File: src/rtl/bitscan_pkg.sv
// Shared types and helpers for the bitscan encoder family.
package bitscan_pkg;

  typedef enum logic {
    IDLE = 1'b0,
    SCAN = 1'b1
  } bitscan_state_t;

  // Index width needed to address every bit of a WIDTH-bit vector.
  // WIDTH is at least 2, so the result is never below 1.
  function automatic int idx_width(input int width);
    int w;
    w = 1;
    for (int i = 1; i < 31; i++) begin
      if ((32'd1 << i) < width) begin
        w = i + 1;
      end else begin
        w = w;
      end
    end
    return w;
  endfunction

endpackage

File: src/rtl/bitscan_encoder_priority_encoder.sv
// Combinational priority encoder used by bitscan_encoder.
// MSB_FIRST selects whether the highest or the lowest set bit wins.
// idx is 0 when no bit is set; found flags any set bit and single flags
// exactly one set bit.
module priority_encoder #(
  parameter int WIDTH     = 8,
  parameter int IDX_W     = 3,
  parameter bit MSB_FIRST = 1'b0
) (
  input  logic [WIDTH-1:0] vec,
  output logic [IDX_W-1:0] idx,
  output logic             found,
  output logic             single
);

  logic [WIDTH-1:0] low_cleared_s;

  generate
    if (MSB_FIRST) begin : g_msb
      // Ascending sweep: the last hit, i.e. the highest set bit, wins.
      always_comb begin
        idx = {IDX_W{1'b0}};
        for (int i = 0; i < WIDTH; i++) begin
          idx = vec[i] ? IDX_W'(i) : idx;
        end
      end
    end else begin : g_lsb
      // Descending sweep: the last hit, i.e. the lowest set bit, wins.
      always_comb begin
        idx = {IDX_W{1'b0}};
        for (int i = WIDTH - 1; i >= 0; i--) begin
          idx = vec[i] ? IDX_W'(i) : idx;
        end
      end
    end
  endgenerate

  // Population flags: clearing the lowest set bit leaves zero iff at most one bit was set.
  always_comb begin
    low_cleared_s = vec & (vec - {{(WIDTH-1){1'b0}}, 1'b1});
    found         = |vec;
    single        = found & ~(|low_cleared_s);
  end

endmodule

File: src/rtl/bitscan_encoder.sv
// bitscan_encoder: serialises a WIDTH-bit multi-hot vector into a stream of
// set-bit indices, one per beat, over valid/ready handshakes on both sides.
// An all-zero vector yields a single beat flagged with out_zero.
// Build option: define BITSCAN_MSB_FIRST_EN to emit the highest index first.
module bitscan_encoder
  import bitscan_pkg::*;
#(
  parameter int WIDTH = 8,
  parameter int IDX_W = idx_width(WIDTH)
) (
  input  logic             clk,
  input  logic             rst,
  input  logic             en,
  input  logic             in_valid,
  output logic             in_ready,
  input  logic [WIDTH-1:0] in_vec,
  output logic             out_valid,
  input  logic             out_ready,
  output logic [IDX_W-1:0] out_idx,
  output logic             out_last,
  output logic             out_zero
);

`ifdef BITSCAN_MSB_FIRST_EN
  localparam bit MSB_FIRST = 1'b1;
`else
  localparam bit MSB_FIRST = 1'b0;
`endif

  bitscan_state_t   state_q, state_d;
  logic [WIDTH-1:0] pending_q, pending_d;
  logic             out_valid_q, out_valid_d;
  logic [IDX_W-1:0] out_idx_q, out_idx_d;
  logic             out_last_q, out_last_d;
  logic             out_zero_q, out_zero_d;

  logic             in_ready_s;
  logic             accept_s;
  logic             beat_s;
  logic             load_s;
  logic             zero_load_s;
  logic [WIDTH-1:0] clear_mask_s;
  logic [IDX_W-1:0] enc_idx_s;
  logic             enc_found_s;
  logic             enc_single_s;

  // The encoder looks at next-cycle pending so the outputs can be registered.
  priority_encoder #(
    .WIDTH     (WIDTH),
    .IDX_W     (IDX_W),
    .MSB_FIRST (MSB_FIRST)
  ) u_penc (
    .vec    (pending_d),
    .idx    (enc_idx_s),
    .found  (enc_found_s),
    .single (enc_single_s)
  );

  // Input ready: free in IDLE, or on the final beat of a scan for back-to-back.
  always_comb begin
    in_ready_s = 1'b0;
    case (state_q)
      IDLE:    in_ready_s = en;
      SCAN:    in_ready_s = en & out_valid_q & out_ready & out_last_q;
      default: in_ready_s = 1'b0;
    endcase
  end

  // Handshake decodes.
  always_comb begin
    accept_s     = in_valid & in_ready_s;
    beat_s       = out_valid_q & out_ready;
    clear_mask_s = {{(WIDTH-1){1'b0}}, 1'b1} << out_idx_q;
  end

  // Pending/state next values: load a new vector, retire the emitted bit, or hold.
  always_comb begin
    state_d     = state_q;
    pending_d   = pending_q;
    out_valid_d = out_valid_q;
    load_s      = 1'b0;
    zero_load_s = 1'b0;
    if (accept_s) begin
      state_d     = SCAN;
      pending_d   = in_vec;
      out_valid_d = 1'b1;
      load_s      = 1'b1;
      zero_load_s = ~(|in_vec);
    end else if (beat_s) begin
      if (out_last_q) begin
        state_d     = IDLE;
        pending_d   = {WIDTH{1'b0}};
        out_valid_d = 1'b0;
      end else begin
        pending_d   = pending_q & ~clear_mask_s;
        load_s      = 1'b1;
      end
    end else begin
      state_d     = state_q;
    end
  end

  // Output next values: present the encoder result on load, clear on scan end, else hold.
  always_comb begin
    out_idx_d  = out_idx_q;
    out_last_d = out_last_q;
    out_zero_d = out_zero_q;
    if (load_s) begin
      out_idx_d  = enc_idx_s;
      // A zero vector has no set bit but still makes one terminating beat.
      out_last_d = enc_single_s | ~enc_found_s;
      out_zero_d = zero_load_s;
    end else if (beat_s && out_last_q) begin
      out_idx_d  = {IDX_W{1'b0}};
      out_last_d = 1'b0;
      out_zero_d = 1'b0;
    end else begin
      out_zero_d = out_zero_q;
    end
  end

  // FSM, pending bits and registered outputs with synchronous reset.
  always_ff @(posedge clk) begin
    if (rst) begin
      state_q     <= IDLE;
      pending_q   <= {WIDTH{1'b0}};
      out_valid_q <= 1'b0;
      out_idx_q   <= {IDX_W{1'b0}};
      out_last_q  <= 1'b0;
      out_zero_q  <= 1'b0;
    end else begin
      state_q     <= state_d;
      pending_q   <= pending_d;
      out_valid_q <= out_valid_d;
      out_idx_q   <= out_idx_d;
      out_last_q  <= out_last_d;
      out_zero_q  <= out_zero_d;
    end
  end

  assign in_ready  = in_ready_s;
  assign out_valid = out_valid_q;
  assign out_idx   = out_idx_q;
  assign out_last  = out_last_q;
  assign out_zero  = out_zero_q;

endmodule
File: config.mk
export PLATFORM = sky130hd
export DESIGN_NAME = bitscan_encoder
export DESIGN_NICKNAME = d
export VERILOG_FILES = /design/src/rtl/bitscan_pkg.sv /design/src/rtl/bitscan_encoder_priority_encoder.sv /design/src/rtl/bitscan_encoder.sv
export SDC_FILE = /design/constraint.sdc
export NUM_CORES = 1
export LEC_CHECK = 0
export CORE_MARGIN = 2
export CORE_UTILIZATION = 45
export CTS_BUF_LIST = sky130_fd_sc_hd__clkbuf_8
export CTS_CLUSTER_DIAMETER = 40
export DETAILED_ROUTE_END_ITERATION = 10
export PLACE_DENSITY = 0.72
export SLEW_MARGIN = 20
export SYNTH_ARGS = -nofsm -noshare
export SYNTH_HDL_FRONTEND = slang
export SYNTH_SLANG_ARGS = --single-unit
File: constraint.sdc
create_clock -name clk -period 5.25 [get_ports clk]
set_input_delay 0.7875 -clock clk [delete_from_list [all_inputs] [get_ports clk]]
set_output_delay 0.7875 -clock clk [all_outputs]
set_load 0.005 [all_outputs]
# Word-level counts from Yosys, hierarchy flattened
# Cells that the tools add are included.
# totals
reg_bits	14
input_bits	13
output_inout_bits	7
elab_cells	53
# classes
add_sub_neg	1
n_shift	1
n_mux	24
n_bitwise	14
reduce_logical	8
# op_table
operator	n
$mux W3	10
$mux W8	3
$reduce_or A8 Y1	3
$and A8 B8 Y8	2
$mux W1	10
$not A8 Y8	1
$shl A1 B3 Y8 const A	1
$sub A8 B1 Y8 const B	1
$and A1 B1 Y1	6
$reduce_bool A2 Y1	3
$not A1 Y1	4
$pmux W1 S2	1
$reduce_and A2 Y1	1
$logic_and A1 B1 Y1	1
$or A1 B1 Y1	1

# Depth between registers and ports, before layout
# Gate-level depths: netlist of run 1.
# depth
ltp_word	15
mapped_depth	8
depth_no_buf	7

# Hierarchy
# From an unflattened synthesis of run 1, not the netlist that was laid out.
# hier_totals
hier_cells	125
hier_area_um2	1026.0
# modules_own_cells
module	instances	cells_per_inst	area_each_um2	seq_area_each_um2
bitscan_encoder	1	101	863.3	280.3
priority_encoder	1	24	162.7	0.0

# Least setup slack after synthesis of run 1
# No wires, ideal clock.
# synth_path
path_type	in2reg
start	input in_valid
end	register out_last_q, in the netlist out_last
setup_time_ns	0.073
arrival_time_ns	2.148
required_time_ns	5.177
path_slack_ns	3.029
cell_stages	8
n_path_buf	1
cell_sequence	nand3b_1 and2_1 buf_6 a221o_1 o41ai_2 nand3_1 a21o_1 o22ai_2
# synth_via
elab_chain_cells	9
word_cells_on_any_way	13
cone_classes	add/sub: 1; mux: 3; bitwise: 6; reduce/logical: 3
# synth_rtl
element	line_no	source
start, declared	bitscan_encoder.sv:14	input logic in_valid,
$and A1 B1 Y1 (*)	bitscan_encoder.sv:71	accept_s = in_valid & in_ready_s;
$mux W8	bitscan_encoder.sv:83	if (accept_s) begin
$sub A8 B1 Y8	bitscan_encoder_priority_encoder.sv:40	low_cleared_s = vec & (vec - {{(WIDTH-1){1'b0}}, 1'b1});
$and A8 B8 Y8	bitscan_encoder_priority_encoder.sv:40	
$reduce_or A8 Y1	bitscan_encoder_priority_encoder.sv:42	single = found & ~(|low_cleared_s);
$not A1 Y1	bitscan_encoder_priority_encoder.sv:42	
$and A1 B1 Y1	bitscan_encoder_priority_encoder.sv:42	
$or A1 B1 Y1	bitscan_encoder.sv:111	out_last_d = enc_single_s | ~enc_found_s;
$mux W1	bitscan_encoder.sv:108	if (load_s) begin
end signal, assigned	bitscan_encoder.sv:136	out_last_q <= out_last_d;
end, declared	bitscan_encoder.sv:34	logic out_last_q, out_last_d;
# Mark *: on every way between the ends. The rest lies on a longest branch, timed or not.
# A chain may end at the register's enable or synchronous reset.

# Worst setup path after layout of run 1
# layout_path
start	input out_ready
end	register out_last_q, in the netlist out_last
# layout_via
elab_chain_cells	12
word_cells_on_any_way	20
cone_classes	add/sub: 1; mux: 6; bitwise: 9; reduce/logical: 4
# layout_rtl
element	line_no	source
start, declared	bitscan_encoder.sv:18	input logic out_ready,
$and A1 B1 Y1 (2 in a row)	bitscan_encoder.sv:64	SCAN: in_ready_s = en & out_valid_q & out_ready & out_last_q;
$pmux W1 S2	bitscan_encoder.sv:62	case (state_q)
$and A1 B1 Y1	bitscan_encoder.sv:71	
$mux W8	bitscan_encoder.sv:83	
$sub A8 B1 Y8	bitscan_encoder_priority_encoder.sv:40	
$and A8 B8 Y8	bitscan_encoder_priority_encoder.sv:40	
$reduce_or A8 Y1	bitscan_encoder_priority_encoder.sv:42	
$not A1 Y1	bitscan_encoder_priority_encoder.sv:42	
$and A1 B1 Y1	bitscan_encoder_priority_encoder.sv:42	
$or A1 B1 Y1	bitscan_encoder.sv:111	
$mux W1	bitscan_encoder.sv:108	
# Several ways; a longest one is shown, not always the timed one.

==> results.json, run 1 <==
{
  "status": "finished clean",
  "ys_ff_latch": 14,
  "post-route-drc-count": 0,
  "dpl_worst_slack_ns": 2.07,
  "viasPerCell": 6.03,
  "hpwl_um": 1910,
  "start_util": 0.485,
  "netlist_area_um2": 961,
  "hold_path.class": "register to register",
  "grt_pass1_vias": 921,
  "synth_edf_count": 0,
  "critPathTopFamily": "compound AO/OA/AOI/OAI gates",
  "clk_path_buf_depth": 2,
  "yosysWarnings": 0,
  "synth_flop_cell": "dfxtp_1",
  "drt_first_pass_iters": 4,
  "p_total_w": 0.000315,
  "synth_common_cells": "15 x nor2_1, 14 x dfxtp_1, 9 x a21oi_1, 8 x nor2b_1, 7 x nand2_1",
  "worst-path-stages": 8,
  "grt_pass1_wl_um": 4390,
  "rows": 16,
  "grt_setup_unrepaired": "false",
  "critPathKind": "primary input to register",
  "synth_cell_types": 47,
  "clkSinkCount": 14,
  "hold_viol": 0,
  "wl_per_cell_um": 15.5,
  "drtAntennaViolNets": 0,
  "die_w_um": 50.2,
  "worst_pin_slew_ns": 0.752,
  "grt_start_max_net_pins": 16,
  "drive_above_1_share": 0.0956,
  "wl_um": 2520,
  "grt_usage": 0.226,
  "synth.yosys.seq_area_share": 0.292,
  "p_per_area_mw_per_mm2": 262,
  "clock_skew_ns": 0.00300,
  "crit_buf_inv": 1,
  "min_period_ns": 2.96,
  "r2r_cells": 7,
  "crit_slowest_cell": "nor2_1",
  "clk_pin_slew_ns": 0.06,
  "dieArea_mm2": 0.00252,
  "clkLatencyLatePin_ns": 0.25,
  "yosysTopAreaCellShare": 0.292,
  "place_congestion": 0.977,
  "io_buffer_count": 19,
  "period_share": 0.563,
  "async_reset_ff_frac": 0,
  "synth.avg_cell_area_um2": 8.14,
  "drtIter0Drc": 43,
  "synth_cells": 118,
  "slew_violations": 0,
  "cts_tree": "yes",
  "cp.required_ns": 5.36,
  "arrival_ns": 3.07,
  "antenna_found_initial": 0,
  "dpl.cell_count": 159,
  "postCtsSetupBuffers": 0,
  "fmax_mhz": 338,
  "cts-root-buf": "clkbuf_8",
  "max-vdd-ir-drop_mv": 0.172,
  "fin_nets": 150,
  "numCtsBuffers": 3,
  "final_cells": 163,
  "synth_most_common_cell": "nor2_1",
  "die_h_um": 50.2,
  "worst_slack_ns": 2.29,
  "ctsResizeCount": 0,
  "yosys-top-cells-area": "dfxtp_1 29%, nor2_1 5.9%, nor2b_1 5.2%, a21oi_1 4.7%, o21ai_0 3.1%",
  "critPathMaxFanout": 13,
  "areaGrowthSynthToFinish_pct": 25.0,
  "grt_overflow": 0,
  "cpPeakStageDelay_ns": 0.61,
  "synth_nets": 131,
  "setup_viol_count_final": 0,
  "worst_path_most_repeated_cell": "nor2_1",
  "setup-tns-final_ns": 0,
  "num-fill-cells": 185,
  "slew_headroom": 0.497,
  "critPathCaptureType": "register",
  "cap_viol_max_count": 0,
  "p_leak_nw": 0.401,
  "path_cells": "clkdlybuf4s50_1 > a21boi_2 > nor2_1 > a32o_1 > nor2_1 > a21oi_1 > o32a_1 > o22ai_2",
  "yosysTopAreaCell": "dfxtp_1",
  "via_count": 983,
  "whs_path_depth": 2,
  "cts_max_level": 1,
  "cts_hold_buf": 0,
  "core_mm2": 0.00198,
  "ios": 20,
  "crit_path_start_kind": "primary input",
  "antenna_cells": 0
}
## metal layers
metal / vias to the layer above / global-route usage / part of all wire
met2: 53 / 0.362 / 0.46
met1: 441 / 0.310 / 0.45
met5: - / 0 / 0
met3: 5 / 0.0417 / 0.083
met4: 0 / 0.0602 / 0.0091
li1: 484 / - / -
## sequential cells by signal, indices dropped and copies added (netlist names)
signal / cells
pending_q: 8
out_idx: 3
out_last: 1
out_valid: 1
out_zero: 1
## worst register-to-register path: stages (launching register included)
cell and delay [ns]:
dfxtp_1 0.49, a21boi_2 0.13, nor2_1 0.61, a32o_1 0.44, nor2_1 0.12, a21oi_1 0.14
o32a_1 0.19, o22ai_2 0.08
## per-stage QoR
step           area (µm²)  utilization  hold WS [ns]
2_1_floorplan         961            -         0.464
3_3_place_gp         1150        0.578         0.457
3_5_place_dp         1150        0.578         0.496
4_1_cts              1200        0.606         0.505
5_1_grt              1200        0.606         0.521
6_report             1200        0.606         0.497
## cell usage in the layout (no fill, tap or decap), drive strengths merged, types with 3 or more instances in the layout
| master | Yosys | routed |
|---|---|---|
| nand3 | 5 | 5 |
| dfxtp | 14 | 14 |
| nor2 | 15 | 15 |
| nand2 | 7 | 7 |
| clkbuf | 1 | 4 |
| a21oi | 9 | 9 |
| o21ai | 6 | 6 |
| clkdlybuf4s50 | 0 | 19 |
| and2 | 4 | 4 |
| nor2b | 8 | 8 |
| nor4 | 3 | 3 |
| a32o | 3 | 3 |
## power by group
part / switching, W / internal (W)
sequential: 0.0000123 / 0.000113
combinational: 0.0000411 / 0.0000411
clock: 0.0000408 / 0.0000665
total: 0.0000941 / 0.000221
## kinds of logic after synthesis
| kind of cell | after synthesis | synth area share |
|---|---|---|
| and+or+nand+nor | 55 | 0.312 |
| muxes | 1 | 0.0104 |
| AOI/OAI and AO/OA | 41 | 0.335 |
| DFF | 14 | 0.292 |
| buffers and inverters | 7 | 0.0508 |
## worst paths after layout
check	to	slack (ns)	from
worst max-delay path	out_last	2.29	out_ready
worst min-delay path	out_zero	0.50	out_zero
worst max register to register	out_last	2.92	out_last
worst min register to register	out_zero	0.50	out_zero
## cell type report
class	count	area, µm²	area share
inverter	2	10.0	0.00833
clock buffer	4	55.1	0.0458
timing repair buffer	19	190	0.158
multi-input combinational	97	632	0.526
sequential	14	280	0.233
tap	27	33.8	0.0281
Note: power is estimated with default switching activity, not from simulation.
==> inputs of run 2 (changes only) <==
--- a/config.mk
+++ b/config.mk
@@ -10,7 +10,7 @@
 export CTS_BUF_LIST = sky130_fd_sc_hd__clkbuf_8
 export CTS_CLUSTER_DIAMETER = 40
 export DETAILED_ROUTE_END_ITERATION = 10
-export PLACE_DENSITY = 0.72
+export PLACE_DENSITY = 0.74
 export SLEW_MARGIN = 20
 export SYNTH_ARGS = -nofsm -noshare
 export SYNTH_HDL_FRONTEND = slang
==> constraint.sdc (replaced) <==
create_clock -name clk -period 2.58 [get_ports clk]
set_input_delay 0.387 -clock clk [delete_from_list [all_inputs] [get_ports clk]]
set_output_delay 0.387 -clock clk [all_outputs]
set_load 0.005 [all_outputs]
==> run 2 against run 1 <==
Final area grew 5.0%. Global-route usage up 0.22 points. Combinational power rose by 130%. Wire length is 5.6% higher. Register-to-register slack got worse by 2.5 ns. Utilization rose by 3.0 points. Setup slack got worse by 2.1 ns. Clock power rose by 110%. Critical path depth stayed put. Final cell count up 4.9%.
==> results.json, run 2 (same netlist as run 1, synthesis figures left out) <==
{
  "areaGrowthSynthToFinish_pct": 31.2,
  "hold_path.class": "register to register",
  "critPathCaptureType": "register",
  "clk_path_buf_depth": 2,
  "p_leak_nw": 0.442,
  "ios": 20,
  "antenna_cells": 0,
  "drtIter0Drc": 47,
  "wl_per_cell_um": 15.5,
  "critPathKind": "primary input to register",
  "dpl_worst_slack_ns": 0.0147,
  "dieArea_mm2": 0.00252,
  "io_buffer_count": 19,
  "switching_share": 0.308,
  "crit_path_start_kind": "primary input",
  "cts_hold_buf": 0,
  "cts-root-buf": "clkbuf_8",
  "grt_pass1_wl_um": 4270,
  "p_sw_w": 0.000206,
  "cts_max_level": 1,
  "cts_tree": "yes",
  "seqPwrFrac": 0.377,
  "grt_pass1_vias": 941,
  "drtAntennaViolNets": 0,
  "grt_usage": 0.228,
  "p_clk_frac": 0.340,
  "clkSinkCount": 14,
  "internal_power_w": 0.000463,
  "status": "finished clean",
  "hold_viol": 0,
  "num-fill-cells": 165,
  "worst_slack_ns": 0.225,
  "max-vdd-ir-drop_mv": 0.337,
  "clock_skew_ns": 0.0107,
  "power_frac_comb": 0.283,
  "worst_pin_slew_ns": 0.592,
  "core_mm2": 0.00198,
  "drt_first_pass_iters": 4,
  "largest_reg_flops": 8,
  "viasPerCell": 6.25,
  "period_share": 0.913,
  "critPathMaxFanout": 7,
  "fmax_mhz": 425,
  "post-route-drc-count": 0,
  "dpl.cell_count": 167,
  "clk_pin_slew_ns": 0.07,
  "place_congestion": 0.937,
  "ctsResizeCount": 0,
  "arrival_ns": 2.53,
  "final_common_cell": "clkdlybuf4s50_1",
  "postCtsSetupBuffers": 0,
  "setup-tns-final_ns": 0,
  "cp.required_ns": 2.76,
  "slew_violations": 0,
  "die_h_um": 50.2,
  "min_period_ns": 2.36,
  "numCtsBuffers": 3,
  "wl_um": 2660,
  "die_w_um": 50.2,
  "final_cell_mix": "19 x clkdlybuf4s50_1, 15 x nor2_1, 14 x dfxtp_1",
  "setup_viol_count_final": 0,
  "regMostFlops": "pending_q",
  "cap_viol_max_count": 0,
  "p_per_area_mw_per_mm2": 531,
  "hpwl_um": 2010,
  "drive_above_1_share": 0.146,
  "final_cells": 171,
  "grt_overflow": 0,
  "fin_nets": 158,
  "start_util": 0.485,
  "rows": 16,
  "antenna_found_initial": 0,
  "clkLatencyLatePin_ns": 0.26,
  "via_count": 1068,
  "grt_start_max_net_pins": 16,
  "slew_headroom": 0.604,
  "grt_setup_unrepaired": "false"
}
==> run 2: final cells by class <==
class                           instances  area, µm²  share of cell area
Sequential cell                        14        280               0.222
Inverter                                2       10.0             0.00794
Clock buffer                            4       55.1              0.0437
Timing Repair Buffer                   27        250               0.198
Multi-Input combinational cell         97        632               0.501
Tap cell                               27       33.8              0.0268
==> run 2: critical path, cell delays in order <==
cell and delay, ns:
clkdlybuf4s50_1 0.59, nand2_1 0.14, or4_1 0.43, a32o_2 0.34
nor4_4 0.20, o2111ai_1 0.16, a21o_1 0.21, o22ai_2 0.08
==> run 2: power groups by stage <==
stage / combinational, W / sequential (W) / clock [W]
floorplan: 0.000116 / 0.000249 / 0
global placement: 0.000185 / 0.000256 / 0
detailed placement: 0.000186 / 0.000257 / 0
CTS: 0.000187 / 0.000252 / 0.000232
global route: 0.000205 / 0.000254 / 0.000246
finish: 0.000189 / 0.000253 / 0.000227
==> run 2: metal layers <==
layer | up-vias | wire [µm] | share of wire | track usage
met1 | 501 | 1130 | 0.42 | 0.266
met3 | 7 | 280 | 0.11 | 0.113
met4 | 0 | 45 | 0.017 | 0.0926
li1 | 500 | - | - | -
met2 | 60 | 1200 | 0.45 | 0.353
met5 | - | 0 | 0 | 0
==> run 2: path summary, 6_finish.rpt <==
| check | startpoint | endpoint | slack [ns] | depth (start not counted) |
|---|---|---|---|---|
| worst max-delay path | out_ready | out_last | 0.22 | 8 |
| worst min-delay path | out_zero | out_zero | 0.48 | 2 |
| worst max register to register | out_valid | out_last | 0.45 | 7 |
| worst min register to register | out_zero | out_zero | 0.48 | 2 |
==> run 2: through the flow <==
step	utilization	power, W	hold WS, ns	area (µm²)
2_1_floorplan	-	0.000364	0.459	961
3_3_place_gp	0.609	0.000441	0.476	1210
3_5_place_dp	0.609	0.000443	0.469	1210
4_1_cts	0.636	0.000671	0.483	1260
5_1_grt	0.636	0.000705	0.532	1260
6_report	0.636	0.000669	0.480	1260
==> inputs of run 3 (changes only) <==
--- a/config.mk
+++ b/config.mk
@@ -10,7 +10,7 @@
 export CTS_BUF_LIST = sky130_fd_sc_hd__clkbuf_8
 export CTS_CLUSTER_DIAMETER = 40
 export DETAILED_ROUTE_END_ITERATION = 10
-export PLACE_DENSITY = 0.74
+export PLACE_DENSITY = 0.82
 export SLEW_MARGIN = 20
 export SYNTH_ARGS = -nofsm -noshare
 export SYNTH_HDL_FRONTEND = slang
==> run 3 against run 2 <==
First-iteration DRC count decreased by 17%. Critical path depth unchanged. Non-clock buffer count increased by 1. Power about the same. Sequential share of layout area decreased by 0.13 points. Via count increased by 2.2%. Critical path type unchanged. Largest power group unchanged.
==> results.json, run 3 (same netlist as run 1, synthesis figures left out) <==
{
  "status": "finished clean",
  "dpl.cell_count": 168,
  "p_clk_frac": 0.333,
  "core_mm2": 0.00198,
  "final_cell_mix": "19 x clkdlybuf4s50_1, 15 x nor2_1, 14 x dfxtp_1",
  "postCtsSetupBuffers": 0,
  "clkSinkCount": 14,
  "whs_path_depth": 2,
  "max-vdd-ir-drop_mv": 0.336,
  "cp.required_ns": 2.76,
  "use_met2": 0.399,
  "p_total_w": 0.000670,
  "path_cells": "clkdlybuf4s50_1 > nand3_1 > and2_1 > a32o_1 > nor4_4 > o2111ai_1 > a21o_1 > o22ai_2",
  "final_common_cell": "clkdlybuf4s50_1",
  "grt_start_max_net_pins": 16,
  "grt_overflow": 0,
  "critPathTopFamily": "compound AO/OA/AOI/OAI gates",
  "viasPerCell": 6.34,
  "cts_hold_buf": 0,
  "crit_buf_inv": 1,
  "postLayoutCellArea_mm2": 0.00127,
  "setup_viol_count_final": 0,
  "r2r_cells": 7,
  "wl_um": 2850,
  "place_congestion": 0.868,
  "die_h_um": 50.2,
  "critPathCaptureType": "register",
  "cts_tree": "yes",
  "grt_use_met3": 0.0595,
  "grt-busiest-layer": "met2",
  "antenna_cells": 0,
  "r2r_start": "out_last",
  "clk_path_buf_depth": 2,
  "clkLatencyLatePin_ns": 0.25,
  "min_period_ns": 2.39,
  "numCtsBuffers": 3,
  "arrival_ns": 2.57,
  "cpPeakStageDelay_ns": 0.59,
  "cts_max_level": 1,
  "hold_viol": 0,
  "r2r_slack_ns": 0.42,
  "dieArea_mm2": 0.00252,
  "critPathMaxFanout": 7,
  "p_leak_nw": 0.446,
  "seqPwrFrac": 0.378,
  "hold_path.class": "register to register",
  "start_util": 0.485,
  "via_count": 1091,
  "areaGrowthSynthToFinish_pct": 32.0,
  "internal_power_w": 0.000464,
  "switching_share": 0.306,
  "dpl_cell_area_mm2": 0.00121,
  "slew_headroom": 0.595,
  "cts-root-buf": "clkbuf_8",
  "hold_end": "out_zero",
  "p_sw_w": 0.000205,
  "die_w_um": 50.2,
  "fin_nets": 159,
  "grtUsageMet1": 0.321,
  "drt_first_pass_iters": 4,
  "io_buffer_count": 19,
  "ctsResizeCount": 0,
  "drtIter0Drc": 39,
  "critPathKind": "primary input to register",
  "hpwl_um": 2010,
  "rows": 16,
  "p_per_area_mw_per_mm2": 528,
  "hold_path_startpoint": "out_zero",
  "grt_usage": 0.253,
  "cap_viol_max_count": 0,
  "ios": 20,
  "slew_violations": 0,
  "drtAntennaViolNets": 0,
  "post-route-drc-count": 0,
  "crit_slowest_cell": "clkdlybuf4s50_1",
  "regMostFlops": "pending_q",
  "fin_hold_ws_ns": 0.474,
  "wl_per_cell_um": 16.6,
  "grt_pass1_vias": 1023,
  "clk_pin_slew_ns": 0.06,
  "crit_path_start_kind": "primary input",
  "r2r_end": "out_last",
  "clock_skew_ns": 0.00347,
  "largest_reg_flops": 8,
  "worst_pin_slew_ns": 0.605,
  "period_share": 0.926,
  "fmax_mhz": 419,
  "final_cells": 172,
  "power_frac_comb": 0.289,
  "antenna_found_initial": 0,
  "drive_above_1_share": 0.152,
  "grt_setup_unrepaired": "false",
  "grt_pass1_wl_um": 4770
}
run 3: metal layers:
layer,share of wire,up-vias
li1,-,500
met1,0.42,515
met2,0.47,69
met3,0.088,7
met4,0.022,0
met5,0,-
run 3: worst max path at each step:
stage               slack, ns  endpoint  startpoint  cells after the start
floorplan                0.63  out_last  out_idx[1]                      8
global placement         0.04  out_last   out_ready                      8
detailed placement      -0.03  out_last   out_ready                      8
CTS                      0.22  out_last   out_ready                      8
global route             0.08  out_last   out_ready                      8
finish                   0.19  out_last   out_ready                      8
run 3: metrics by stage:
stage / setup WS (ns) / utilization / TNS (ns)
finish: 0.191 / 0.640 / 0
CTS: 0.220 / 0.640 / 0
global route: 0.0793 / 0.640 / 0
floorplan: 0.634 / - / 0
detailed placement: -0.0335 / 0.612 / -0.0335
global placement: 0.0389 / 0.612 / 0
run 3: power groups by stage:
| stage | logic (W) | clock network [W] | registers [W] |
|---|---|---|---|
| after floorplan | 0.000116 | 0 | 0.000249 |
| after global placement | 0.000185 | 0 | 0.000256 |
| after detailed placement | 0.000188 | 0 | 0.000257 |
| after CTS | 0.000190 | 0.000222 | 0.000252 |
| after global routing | 0.000209 | 0.000234 | 0.000256 |
| final | 0.000193 | 0.000223 | 0.000253 |
run 3: layout make-up:
cell class | instances | area [µm²]
Clock buffer | 4 | 55.1
Inverter | 2 | 10.0
Sequential cell | 14 | 280
Tap cell | 27 | 33.8
Timing Repair Buffer | 28 | 258
Fill cell | 162 | 713
Multi-Input combinational cell | 97 | 632
run 3: tightest hold or removal path, stage by stage, from the launching register on:
cell     delay [ns]
dfxtp_1        0.31
nand3_1        0.06
a21oi_1        0.06
==> patch 1: new RTL, flow settings as in run 3 <==
Add a define of `BITSCAN_MSB_FIRST_EN`.
--- a/src/rtl/bitscan_encoder.sv
+++ b/src/rtl/bitscan_encoder.sv
@@ -2,6 +2,8 @@
 // set-bit indices, one per beat, over valid/ready handshakes on both sides.
 // An all-zero vector yields a single beat flagged with out_zero.
 // Build option: define BITSCAN_MSB_FIRST_EN to emit the highest index first.
+`define BITSCAN_MSB_FIRST_EN
+
 module bitscan_encoder
   import bitscan_pkg::*;
 #(
Check against the original RTL: not equivalent (Yosys sat finds a counterexample within 4 cycles, from zero or initial values and one cycle with rst high).
==> patch 1 against run 3 <==
  * Area after synthesis grew 3.8%
  * Die area grew 3.5%
  * Worst setup slack gained 240 ps
  * Wire length shrank 11%
  * Sequential cell count is the same
  * Final area shrank 3.9%
  * Hold slack lost 3.0 ps
  * Maximum frequency grew 11%
  * Total power shrank 11%
==> patch 1: results (changes against run 3) <==
Antenna cell count - 0 (unchanged)
DRT Wirelength - 2540 µm (-11%)
VDD IR max - 300 µV (-11%)
Worst R2R Path Depth - 6 (-1)
Met2 Wirelength - 1150 µm (-15%)
Synth unique cells - 41 (-13%)
NumNets Final - 150 (-5.7%)
Highest metal used - met4
Worst Clk Skew - 3.16 ps (-0.317 ps)
Asr flop ratio synth - 0 (unchanged)
Initial antenna violation count - 0 (unchanged)
Synth top cells by count - dfxtp_1, nor2_1, a21oi_1, nand2_1, o21ai_1
Global-route usage over all layers - 0.217 (-0.0358)
Post-DP HPWL - 1830 µm (-9.2%)
H-tree depth - 1 (unchanged)
R2R Path End - out_last
M1 WL - 1130 µm (-4.5%)
Pre-CTS WS - 204 ps (+237 ps)
CP endpoint - in_ready
Num CTS Buffers - 3 (unchanged)
Hold Crit Class - register to register
Largest cells by area after synthesis - dfxtp_1, buf_6, nor2_1, a21oi_1, a32oi_1
Period Utilization, post-route - 0.831 (-0.0949)
Largest net degree at the start of global routing - 14 (-2)
GP Congestion - 0.906 (+4.3%)
WL met3 - 177 µm (-29%)
Share of cells above drive strength 1 - 0.126 (-0.0258)
Fillcell total - 202 (+25%)
Syn Nets - 130 (-0.76%)
Via density - 6.25 (-1.4%)
Post_cts resized - 0 (unchanged)
Max-slew headroom - 0.667 (+0.0721)
DRC violation total after the first TritonRoute iteration - 36 (-7.7%)
CP Max Fanout - 12 (+5)
Post-synth top flop - dfxtp_1
First-pass GRT wire length - 4240 µm (-11%)
R2R Setup Slk - 590 ps (+170 ps)
Vias in the first global route - 923 (-9.8%)
Post-CTS setup buffer count - 0 (unchanged)
Seq/Total Area, Yosys - 0.281 (-0.0106)
Outcome - finished, final reports clean
Max FFs per register - 8 (unchanged)
Leak - 0.414 nW (-7.3%)
Data arrival, critical path - 1760 ps (-810 ps)
Worst Setup SP - out_valid
## patch 1: layout make-up
type                       instances  area, µm²  share of cell area
multi-input combinational         95        649               0.533
sequential                        14        280               0.230
timing repair buffer              21        205               0.168
clock buffer                       3       41.3              0.0339
tap                               28       35.0              0.0287
inverter                           2       7.51             0.00616
## patch 1: worst max-delay path: stages, from the launching register on
cell,delay [ps]
dfxtp_1,610
a21bo_4,300
and2_1,150
clkdlybuf4s50_1,440
## patch 1: cell families (layout without fill, tap and decap cells)
| family | Yosys count | after routing | synth area share |
|---|---|---|---|
| AND/OR/NAND/NOR | 51 | 51 | 0.300 |
| AO/OA/AOI/OAI | 43 | 43 | 0.340 |
| flip-flops | 14 | 14 | 0.281 |
| buffers and inverters | 8 | 26 | 0.0677 |
| adder cells (fa/ha/maj) | 1 | 1 | 0.0113 |
## patch 1: metal layers
metal,vias to the layer above,GRT usage
li1,487,-
met1,475,0.293
met2,48,0.333
met3,9,0.0263
met4,0,0.117
met5,-,0
## patch 1: worst min-delay path by stage
stage | start | end | slack, ps | depth (start not counted)
detailed placement | out_zero | out_zero | 470 | 2
global placement | out_zero | out_zero | 460 | 2
CTS | out_zero | out_zero | 480 | 2
finish | out_zero | out_zero | 470 | 2
global route | out_zero | out_zero | 500 | 2
floorplan | rst | pending_q[5] | 460 | 1
## patch 1: where the power goes
| group | internal, W | leakage (nW) | total, W | switching (W) |
|---|---|---|---|---|
| registers | 0.000231 | 0.114 | 0.000255 | 0.0000248 |
| logic | 0.0000841 | 0.278 | 0.000163 | 0.0000786 |
| clock network | 0.000103 | 0.0216 | 0.000180 | 0.0000771 |
## patch 1: per-stage QoR
step	cells	hold slack (ps)
5_1_grt	163	501
4_1_cts	163	479
6_report	163	471
2_1_floorplan	117	459
3_5_place_dp	160	466
3_3_place_gp	160	461
==> patch 2: new RTL, flow settings as in run 3 <==
Without the edit above. Reset style: asynchronous (`rst`), changed in one clocked block. Comments in the files are not updated.
--- a/src/rtl/bitscan_encoder.sv
+++ b/src/rtl/bitscan_encoder.sv
@@ -120,7 +120,7 @@
   end
 
   // FSM, pending bits and registered outputs with synchronous reset.
-  always_ff @(posedge clk) begin
+  always_ff @(posedge clk or posedge rst) begin
     if (rst) begin
       state_q     <= IDLE;
       pending_q   <= {WIDTH{1'b0}};
Check against the original RTL: differs if rst is asserted again (counterexample within 4 cycles, from zero or initial values and one cycle with rst high); with rst held inactive, the same outputs for 10 cycles.
==> patch 2 against run 3 <==
  * Wire length is 15% lower
  * Sequential cell count stayed put
  * Worst setup slack better by 37 ps
  * Area after synthesis is 8.3% lower
  * Hold slack better by 3.2 ps
  * Sequential share of layout area is 7.1 points higher
  * Critical path depth is 1 lower
  * Synthesized cell count is 20% lower
  * Die area is 7.7% lower
  * Final area is 5.3% lower
  * Largest cell class unchanged
Power is not compared: it rests on default switching activity, and its combinational part moved more than twofold at a synthesized area within 25%.
==> patch 2: results (changes against run 3) <==
Outcome - finished, final reports clean
NumNets Final - 138 (-13%)
Syn Nets - 107 (-18%)
GP Congestion - 0.909 (+4.7%)
Hold Crit Class - primary input to asynchronous set/reset pin
WL per Instance - 16.2 µm (-2.5%)
Post-DP HPWL - 1900 µm (-5.3%)
Synth top cells by count - dfrtp_1, o21ai_0, a21oi_1, nand2_1, nand3_1
Via density - 5.90 (-7.0%)
Met3 Track Usage GR - 0.0593 (-0.000265)
Post-synth top flop - dfrtp_1
Synth unique cells - 36 (-23%)
Synth Area in Compound Gates - 0.331 (-0.00367)
CP max stage delay - 560 ps (-30 ps)
Adder-Cell Fraction of Synth Area - 0.0114 (+0.0114)
DRC violation total after the first TritonRoute iteration - 28 (-28%)
Share of cells above drive strength 1 - 0.187 (+0.0353)
R2R Path End - out_idx[2]
Pre-CTS WS - 36.3 ps (+69.8 ps)
Worst Clk Skew - 6.31 ps (+2.84 ps)
R2R Setup Slk - 380 ps (-40 ps)
Layout Utilization - 0.632 (-0.00857)
Asr flop ratio synth - 1.00 (+1.00)
Vias in the first global route - 809 (-21%)
Syn avg cell area - 9.37 µm² (+15%)
DP Cell Count - 147 (-13%)
DRT Wirelength - 2430 µm (-15%)
CP Max Fanout - 9 (+2)
Worst r2r src - out_last
DP Area - 0.00116 mm² (-4.4%)
First-pass GRT wire length - 3600 µm (-24%)
Global-route usage over all layers - 0.225 (-0.0273)
M1 GR Usage - 0.271 (-0.0498)
Largest net degree at the start of global routing - 15 (-1)
-- patch 2: worst max-delay path by stage --
| stage | cells after the start | slack [ps] | from | to |
|---|---|---|---|---|
| after CTS | 8 | 270 | out_ready | out_idx[2] |
| final | 7 | 230 | out_ready | out_idx[2] |
| after global placement | 8 | 120 | out_ready | out_idx[2] |
| after detailed placement | 8 | 40 | out_ready | out_idx[2] |
| after global routing | 7 | 140 | out_ready | out_last |
| after floorplan | 6 | 630 | out_idx[1] | out_last |
-- patch 2: where the power goes --
part	internal [W]	total (W)	switching [W]	leakage, nW
Combinational	0.000335	0.000688	0.000354	0.276
Clock	0.000103	0.000169	0.0000663	0.0216
Sequential	0.000303	0.000384	0.0000810	0.181
-- patch 2: area by class of cell --
| class | instances | area share |
|---|---|---|
| Inverter | 4 | 0.0125 |
| Clock buffer | 3 | 0.0344 |
| Tap cell | 27 | 0.0281 |
| Sequential cell | 14 | 0.292 |
| Multi-Input combinational cell | 75 | 0.425 |
| Timing Repair Buffer | 27 | 0.208 |
